**src/rtl/actor_pkg.sv**
```systemverilog
// Shared types and helpers for the tile-aligned actor mover.
package actor_pkg;

  typedef enum logic [1:0] {
    DIR_UP    = 2'd0,
    DIR_DOWN  = 2'd1,
    DIR_LEFT  = 2'd2,
    DIR_RIGHT = 2'd3
  } dir_t;

  typedef enum logic [1:0] {
    IDLE,
    WAIT,
    MOVE,
    ARRIVE
  } mv_state_t;

  localparam int MAP_PASS_BIT = 0;
  localparam int MAP_BEAN_BIT = 1;

  // Encoding pairs UP/DOWN and LEFT/RIGHT on bit 0.
  function automatic dir_t opposite(input dir_t d);
    return dir_t'(d ^ 2'b01);
  endfunction

  function automatic dir_t btn_to_dir(input logic [3:0] btn_n);
    dir_t d;
    d = DIR_RIGHT;
    if (!btn_n[3])      d = DIR_UP;
    else if (!btn_n[2]) d = DIR_DOWN;
    else if (!btn_n[1]) d = DIR_LEFT;
    return d;
  endfunction

endpackage

```
**src/rtl/step_tick_gen.sv**
```systemverilog
// Divides clk by STEP_DIV while enabled; the count restarts whenever disabled.
module step_tick_gen #(
  parameter int STEP_DIV = 4
) (
  input  logic clk,
  input  logic reset,
  input  logic en_i,
  output logic tick_o
);

  localparam int CW = (STEP_DIV > 1) ? $clog2(STEP_DIV) : 1;
  localparam logic [CW-1:0] LAST = CW'(STEP_DIV - 1);

  logic [CW-1:0] cnt_q, cnt_d;

  always_comb begin
    cnt_d = cnt_q;
    if (!en_i || cnt_q == LAST) cnt_d = '0;
    else                        cnt_d = cnt_q + CW'(1);
  end

  assign tick_o = en_i && (cnt_q == LAST);

  always_ff @(posedge clk or negedge reset) begin
    if (!reset) cnt_q <= '0;
    else        cnt_q <= cnt_d;
  end

endmodule

```
**src/rtl/grid_actor_mover.sv**
```systemverilog
// Tile-aligned actor movement engine with buffered direction requests and bean scoring.
// Define WRAP_TUNNEL_EN to let the left/right map edges wrap to the opposite column.
module grid_actor_mover
  import actor_pkg::*;
#(
  parameter int MAP_W     = 32,
  parameter int MAP_H     = 24,
  parameter int TILE_SIZE = 20,
  parameter int SPEED     = 5,
  parameter int STEP_DIV  = 4,
  parameter int START_TX  = 1,
  parameter int START_TY  = 1,
  parameter int X_W       = $clog2(MAP_W * TILE_SIZE),
  parameter int Y_W       = $clog2(MAP_H * TILE_SIZE),
  parameter int A_W       = $clog2(MAP_W * MAP_H)
) (
  input  logic           clk,
  input  logic           reset,
  input  logic [3:0]     btn_n,
  output logic           map_rd_en,
  output logic [A_W-1:0] map_rd_addr,
  input  logic [1:0]     map_rd_data,
  output logic [X_W-1:0] x,
  output logic [Y_W-1:0] y,
  output logic [1:0]     dir,
  output logic           moving,
  output logic           bean_clr_valid,
  output logic [A_W-1:0] bean_clr_addr,
  output logic [15:0]    score
);

  localparam int TX_W    = (MAP_W > 1) ? $clog2(MAP_W) : 1;
  localparam int TY_W    = (MAP_H > 1) ? $clog2(MAP_H) : 1;
  localparam int OFF_W   = $clog2(TILE_SIZE + 1);
  localparam int WORLD_W = MAP_W * TILE_SIZE;

  if (TILE_SIZE % SPEED != 0) begin : g_bad_speed
    $error("grid_actor_mover: TILE_SIZE must be a multiple of SPEED");
  end
  if (STEP_DIV < 1) begin : g_bad_div
    $error("grid_actor_mover: STEP_DIV must be at least 1");
  end

  function automatic logic [A_W-1:0] tile_addr(input logic [TX_W-1:0] tx,
                                                input logic [TY_W-1:0] ty);
    return A_W'(int'(ty) * MAP_W + int'(tx));
  endfunction

  mv_state_t       state_q, state_d;
  logic [X_W-1:0]  x_q, x_d;
  logic [Y_W-1:0]  y_q, y_d;
  dir_t            dir_q, dir_d;
  logic [TX_W-1:0] tx_q, tx_d, tgt_x_q, tgt_x_d;
  logic [TY_W-1:0] ty_q, ty_d, tgt_y_q, tgt_y_d;
  logic [OFF_W-1:0] off_q, off_d, off_step;
  dir_t            cand_q, cand_d;
  logic            cand_req_q, cand_req_d;
  logic            edge_q, edge_d;
  logic            bean_q, bean_d;
  logic            last_ok_q, last_ok_d;
  logic            req_valid_q, req_valid_d;
  dir_t            req_dir_q, req_dir_d;
  logic [15:0]     score_q, score_d;

  logic            tick;
  logic            consume;
  dir_t            idle_cand;
  logic [TX_W-1:0] nx;
  logic [TY_W-1:0] ny;
  logic            n_edge;
  logic [X_W-1:0]  x_inc, x_dec;

  step_tick_gen #(.STEP_DIV(STEP_DIV)) u_tick (
    .clk    (clk),
    .reset  (reset),
    .en_i   (state_q == MOVE),
    .tick_o (tick)
  );

  assign idle_cand = req_valid_q ? req_dir_q : dir_q;

  always_comb begin
    nx     = tx_q;
    ny     = ty_q;
    n_edge = 1'b0;
    unique case (idle_cand)
      DIR_UP: begin
        if (ty_q == '0) n_edge = 1'b1;
        else            ny = ty_q - TY_W'(1);
      end
      DIR_DOWN: begin
        if (ty_q == TY_W'(MAP_H - 1)) n_edge = 1'b1;
        else                          ny = ty_q + TY_W'(1);
      end
      DIR_LEFT: begin
        if (tx_q == '0) begin
`ifdef WRAP_TUNNEL_EN
          nx = TX_W'(MAP_W - 1);
`else
          n_edge = 1'b1;
`endif
        end else begin
          nx = tx_q - TX_W'(1);
        end
      end
      DIR_RIGHT: begin
        if (tx_q == TX_W'(MAP_W - 1)) begin
`ifdef WRAP_TUNNEL_EN
          nx = '0;
`else
          n_edge = 1'b1;
`endif
        end else begin
          nx = tx_q + TX_W'(1);
        end
      end
    endcase
  end

`ifdef WRAP_TUNNEL_EN
  assign x_inc = (int'(x_q) + SPEED >= WORLD_W) ? X_W'(int'(x_q) + SPEED - WORLD_W)
                                                : X_W'(int'(x_q) + SPEED);
  assign x_dec = (int'(x_q) < SPEED) ? X_W'(int'(x_q) + WORLD_W - SPEED)
                                     : X_W'(int'(x_q) - SPEED);
`else
  assign x_inc = x_q + X_W'(SPEED);
  assign x_dec = x_q - X_W'(SPEED);
`endif

  always_comb begin
    state_d        = state_q;
    x_d            = x_q;
    y_d            = y_q;
    dir_d          = dir_q;
    tx_d           = tx_q;
    ty_d           = ty_q;
    tgt_x_d        = tgt_x_q;
    tgt_y_d        = tgt_y_q;
    off_d          = off_q;
    off_step       = off_q;
    cand_d         = cand_q;
    cand_req_d     = cand_req_q;
    edge_d         = edge_q;
    bean_d         = bean_q;
    last_ok_d      = last_ok_q;
    score_d        = score_q;
    consume        = 1'b0;
    map_rd_en      = 1'b0;
    map_rd_addr    = '0;
    bean_clr_valid = 1'b0;
    bean_clr_addr  = '0;

    unique case (state_q)
      IDLE: begin
        if (req_valid_q || last_ok_q) begin
          cand_d      = idle_cand;
          cand_req_d  = req_valid_q;
          edge_d      = n_edge;
          tgt_x_d     = nx;
          tgt_y_d     = ny;
          map_rd_en   = !n_edge;
          map_rd_addr = n_edge ? '0 : tile_addr(nx, ny);
          state_d     = WAIT;
        end
      end
      WAIT: begin
        if (req_valid_q && req_dir_q == cand_q) consume = 1'b1;
        if (!edge_q && map_rd_data[MAP_PASS_BIT]) begin
          dir_d   = cand_q;
          bean_d  = map_rd_data[MAP_BEAN_BIT];
          off_d   = '0;
          state_d = MOVE;
        end else begin
          // A refused turn keeps cruising; a refused straight-ahead move stops.
          if (!cand_req_q) last_ok_d = 1'b0;
          state_d = IDLE;
        end
      end
      MOVE: begin
        if (tick) begin
          off_step = OFF_W'(int'(off_q) + SPEED);
          if (req_valid_q && req_dir_q == opposite(dir_q) && off_q != '0) begin
            // Reverse toward the tile just left: swap origin/target, remaining distance flips.
            consume  = 1'b1;
            dir_d    = opposite(dir_q);
            tx_d     = tgt_x_q;
            ty_d     = tgt_y_q;
            tgt_x_d  = tx_q;
            tgt_y_d  = ty_q;
            bean_d   = 1'b0;
            off_step = OFF_W'(TILE_SIZE - int'(off_q) + SPEED);
          end
          off_d = off_step;
          unique case (dir_d)
            DIR_UP:    y_d = y_q - Y_W'(SPEED);
            DIR_DOWN:  y_d = y_q + Y_W'(SPEED);
            DIR_LEFT:  x_d = x_dec;
            DIR_RIGHT: x_d = x_inc;
          endcase
          if (off_step == OFF_W'(TILE_SIZE)) state_d = ARRIVE;
        end
      end
      ARRIVE: begin
        bean_clr_valid = bean_q;
        bean_clr_addr  = bean_q ? tile_addr(tgt_x_q, tgt_y_q) : '0;
        if (bean_q && score_q != 16'hFFFF) score_d = score_q + 16'd1;
        tx_d      = tgt_x_q;
        ty_d      = tgt_y_q;
        off_d     = '0;
        bean_d    = 1'b0;
        last_ok_d = 1'b1;
        state_d   = IDLE;
      end
    endcase
  end

  always_comb begin
    req_valid_d = req_valid_q;
    req_dir_d   = req_dir_q;
    if (consume) req_valid_d = 1'b0;
    if (btn_n != 4'hF) begin
      req_valid_d = 1'b1;
      req_dir_d   = btn_to_dir(btn_n);
    end
  end

  always_ff @(posedge clk or negedge reset) begin
    if (!reset) begin
      state_q     <= IDLE;
      x_q         <= X_W'(START_TX * TILE_SIZE);
      y_q         <= Y_W'(START_TY * TILE_SIZE);
      dir_q       <= DIR_UP;
      tx_q        <= TX_W'(START_TX);
      ty_q        <= TY_W'(START_TY);
      tgt_x_q     <= TX_W'(START_TX);
      tgt_y_q     <= TY_W'(START_TY);
      off_q       <= '0;
      cand_q      <= DIR_UP;
      cand_req_q  <= 1'b0;
      edge_q      <= 1'b0;
      bean_q      <= 1'b0;
      last_ok_q   <= 1'b0;
      req_valid_q <= 1'b0;
      req_dir_q   <= DIR_UP;
      score_q     <= '0;
    end else begin
      state_q     <= state_d;
      x_q         <= x_d;
      y_q         <= y_d;
      dir_q       <= dir_d;
      tx_q        <= tx_d;
      ty_q        <= ty_d;
      tgt_x_q     <= tgt_x_d;
      tgt_y_q     <= tgt_y_d;
      off_q       <= off_d;
      cand_q      <= cand_d;
      cand_req_q  <= cand_req_d;
      edge_q      <= edge_d;
      bean_q      <= bean_d;
      last_ok_q   <= last_ok_d;
      req_valid_q <= req_valid_d;
      req_dir_q   <= req_dir_d;
      score_q     <= score_d;
    end
  end

  assign x      = x_q;
  assign y      = y_q;
  assign dir    = dir_q;
  assign moving = (state_q == MOVE);
  assign score  = score_q;

endmodule

```
**config.mk**
```make
export PLATFORM = sky130hd
export DESIGN_NAME = grid_actor_mover
export DESIGN_NICKNAME = d
export VERILOG_FILES = /design/src/rtl/actor_pkg.sv /design/src/rtl/step_tick_gen.sv /design/src/rtl/grid_actor_mover.sv
export SDC_FILE = /design/constraint.sdc
export NUM_CORES = 1
export LEC_CHECK = 0
export ABC_AREA = 1
export CORE_MARGIN = 4
export CORE_UTILIZATION = 35
export DETAILED_ROUTE_END_ITERATION = 16
export PLACE_DENSITY_LB_ADDON = 0.08
export SETUP_SLACK_MARGIN = 0.15
export SLEW_MARGIN = 10
export SYNTH_ARGS = -nofsm -noshare
export SYNTH_HDL_FRONTEND = slang
export SYNTH_SLANG_ARGS = --single-unit
```
**constraint.sdc**
```tcl
create_clock -name clk -period 3.3 [get_ports clk]
set_clock_uncertainty 0.05 [all_clocks]
set_input_delay 0.825 -clock clk [delete_from_list [all_inputs] [get_ports clk]]
set_output_delay 0.825 -clock clk [all_outputs]
set_load 0.005 [all_outputs]
```
==> out/results.ini <==
[worst_setup_path]
worstPathRequired_ns=2.42
r2r_slack_ns=0.43
crit_slowest_cell=clkdlybuf4s50_1
crit_family=buffers and inverters
start_kind=flop
crit_chain=o21ai_4 > nor2_4 > nand4_1 > o22ai_2 > a21oi_2 > nand3_2 > inv_4 > clkdlybuf4s50_1
cp-end-kind=output pin
path_max_fanout=6
cpPeakStageDelay_ns=0.50
criticalPathCategory=flop to output pin
worstPathArrival_ns=2.21
crit_buf_inv=2

[layout]
final_core_util=0.485
area_growth_pct=34.3
antenna_cells=0
stdcell_area_mm2=0.00650
stdcell_count=922
fin_nets=779
drive_gt1_frac=0.168
fillerInstances=1251

[clocking]
clock-sinks=75
clockBufferDepth=2
cts_buffers=9
worst_skew_pair.late_latency_ns=0.34
htree_levels=3
clk_pin_slew_ns=0.06
cts_root_buffer=clkbuf_16
cts_tree=yes

[floorplan]
core_area_mm2=0.0134
die_h_um=126
core.rowCount=42
die_width_um=126
pin_count=68
initial_core_util=0.361
die_area_mm2=0.0158

[placed_design]
port_buffers=67
place_area_mm2=0.00574
dp_hpwl_mm=8.54
pre_cts_ws_ns=0.102
dp_cells=879
gp_congestion=0.928

[global_routing]
gr-total-overflow=0
antenna_found_initial=0
grt_pass1_vias=4325
grt_pass1_wl_mm=20.4
grt_max_degree=76
grt_usage=0.155

[sta]
setup_viol=0
fin_tns_setup_ns=0
min_period_ns=3.09
rsz0062_at_grt=no
worst_pin_slew_ns=1.03
setup_slack_ns=0.215
holdWs_ns=0.380
fmax_mhz=324
final_hold_viol_count=0
slew_viol_final=0
period_share=0.935
max_slew_margin=0.308

[flow_run]
cap_violations=0

[pwr]
p_leak_nw=3.15
vdd_ir_drop_max_uv=390
powerDensity_mw_per_mm2=934
totalPowerFinal_mw=6.07

[logic_synthesis]
async_flop_share=1.00
syn_area_mm2=0.00484
synth_common_cells=nand2_1 (137), inv_1 (92), nor2_1 (75)
yosys.area.top_type=dfrtp_1
netlist_top_cells_area=dfrtp_1 (35%), nand2_1 (11%), ha_1 (7.5%), inv_1 (7.1%), nor2_1 (5.8%)
yosysMostFrequentCell=nand2_1
synth.distinct_cells=41
yosysWarningCount=0
yosysSeqAreaShare=0.390
synth_nets=680
yosysTopAreaCellShare=0.346
netlist_instances=642
syn_avg_cell_area_um2=7.54
ys.flop_type=dfrtp_1
synth_edf_count=0
synth_seq_cells=75

[routing]
drtAntennaViolNets=0
vias=4391
drtPass1Iterations=5
wl_per_cell_um=13.2
vias_per_cell=4.76
route.final.wire_length_mm=12.2
drt_iter0_markers=213
drc_errors=0

[min_path]
min_path_type=flop to flop

[outcome]
outcome=finished, final reports clean

-- cell type report --
| type | instances | area, um2 | area share |
|---|---|---|---|
| multi-input cells | 457 | 2760 | 0.424 |
| clock inverters | 6 | 136 | 0.0210 |
| inverters | 96 | 363 | 0.0558 |
| well taps | 176 | 220 | 0.0339 |
| clock buffers | 10 | 229 | 0.0352 |
| flip-flops and latches | 75 | 1890 | 0.290 |
| repair buffers | 102 | 907 | 0.140 |
-- where the power goes --
part	leakage [nW]	switching [mW]	total, mW	internal (mW)
registers	0.964	0.293	1.54	1.24
clock network	0.173	0.413	1.23	0.819
logic	2.02	1.84	3.30	1.47
total	3.15	2.54	6.07	3.53
-- registers in the layout, summed over array words and instances, names as in the netlist, 5 cells and up, named ones only --
signal and flops:
tgt_x_q 5, score 16, x 10, y 9, tgt_y_q 5, ty_q 5, off_q 5, tx_q 5
-- routing by layer --
metal / track usage / vias to the layer above / share of wire
li1: - / 2257 / -
met1: 0.206 / 2039 / 0.48
met2: 0.250 / 78 / 0.47
met3: 0.0320 / 17 / 0.034
met4: 0.0523 / 0 / 0.015
met5: 0 / - / 0
-- path summary, 6_finish.rpt --
kind / startpoint / end / cells past startpoint
worst min register to register: u_tick.cnt_q[0] / u_tick.cnt_q[0] / 1
worst max-delay path: req_valid_q / map_rd_en / 8
max in group asynchronous: reset / req_valid_q / 1
worst max register to register: off_q[0] / y[6] / 20
min in group asynchronous: reset / score[11] / 1
worst min-delay path: u_tick.cnt_q[0] / u_tick.cnt_q[0] / 1
-- cells by family after synthesis --
group / after synthesis / share of synthesized area
flops: 75 / 0.390
simple gates: 283 / 0.252
xor+xnor: 38 / 0.0688
fa+ha+maj: 30 / 0.0791
compound gates: 106 / 0.125
buf+inv: 110 / 0.0861
-- placed cells by master, fill, tap and decap left out, drive strengths merged, types with 2 or more instances in the layout --
cell type,n
nand2,146
inv,97
nor2,80
dfrtp,67
o21ai,58
clkdlybuf4s50,56
buf,37
nand3,36
xor2,30
ha,29
a21oi,19
clkbuf,14
nand4,10
o22ai,10
xnor2,8
dfstp,8
o211ai,6
nor3,5
bufinv,4
nand3b,3
dlygate4sd2,3
o31ai,3
dlymetal6s2s,2
o221ai,2
a31oi,2
o21bai,2
-- repair_timing --
action                                 CTS  global route
pin swaps                                4            16
endpoints found under the hold margin    0             0
gates resized for setup                 27            45
setup endpoints to repair               12            14
hold buffers                             0             0
buffers inserted                        12            15
No activity file was read; power rests on OpenSTA's default activity.
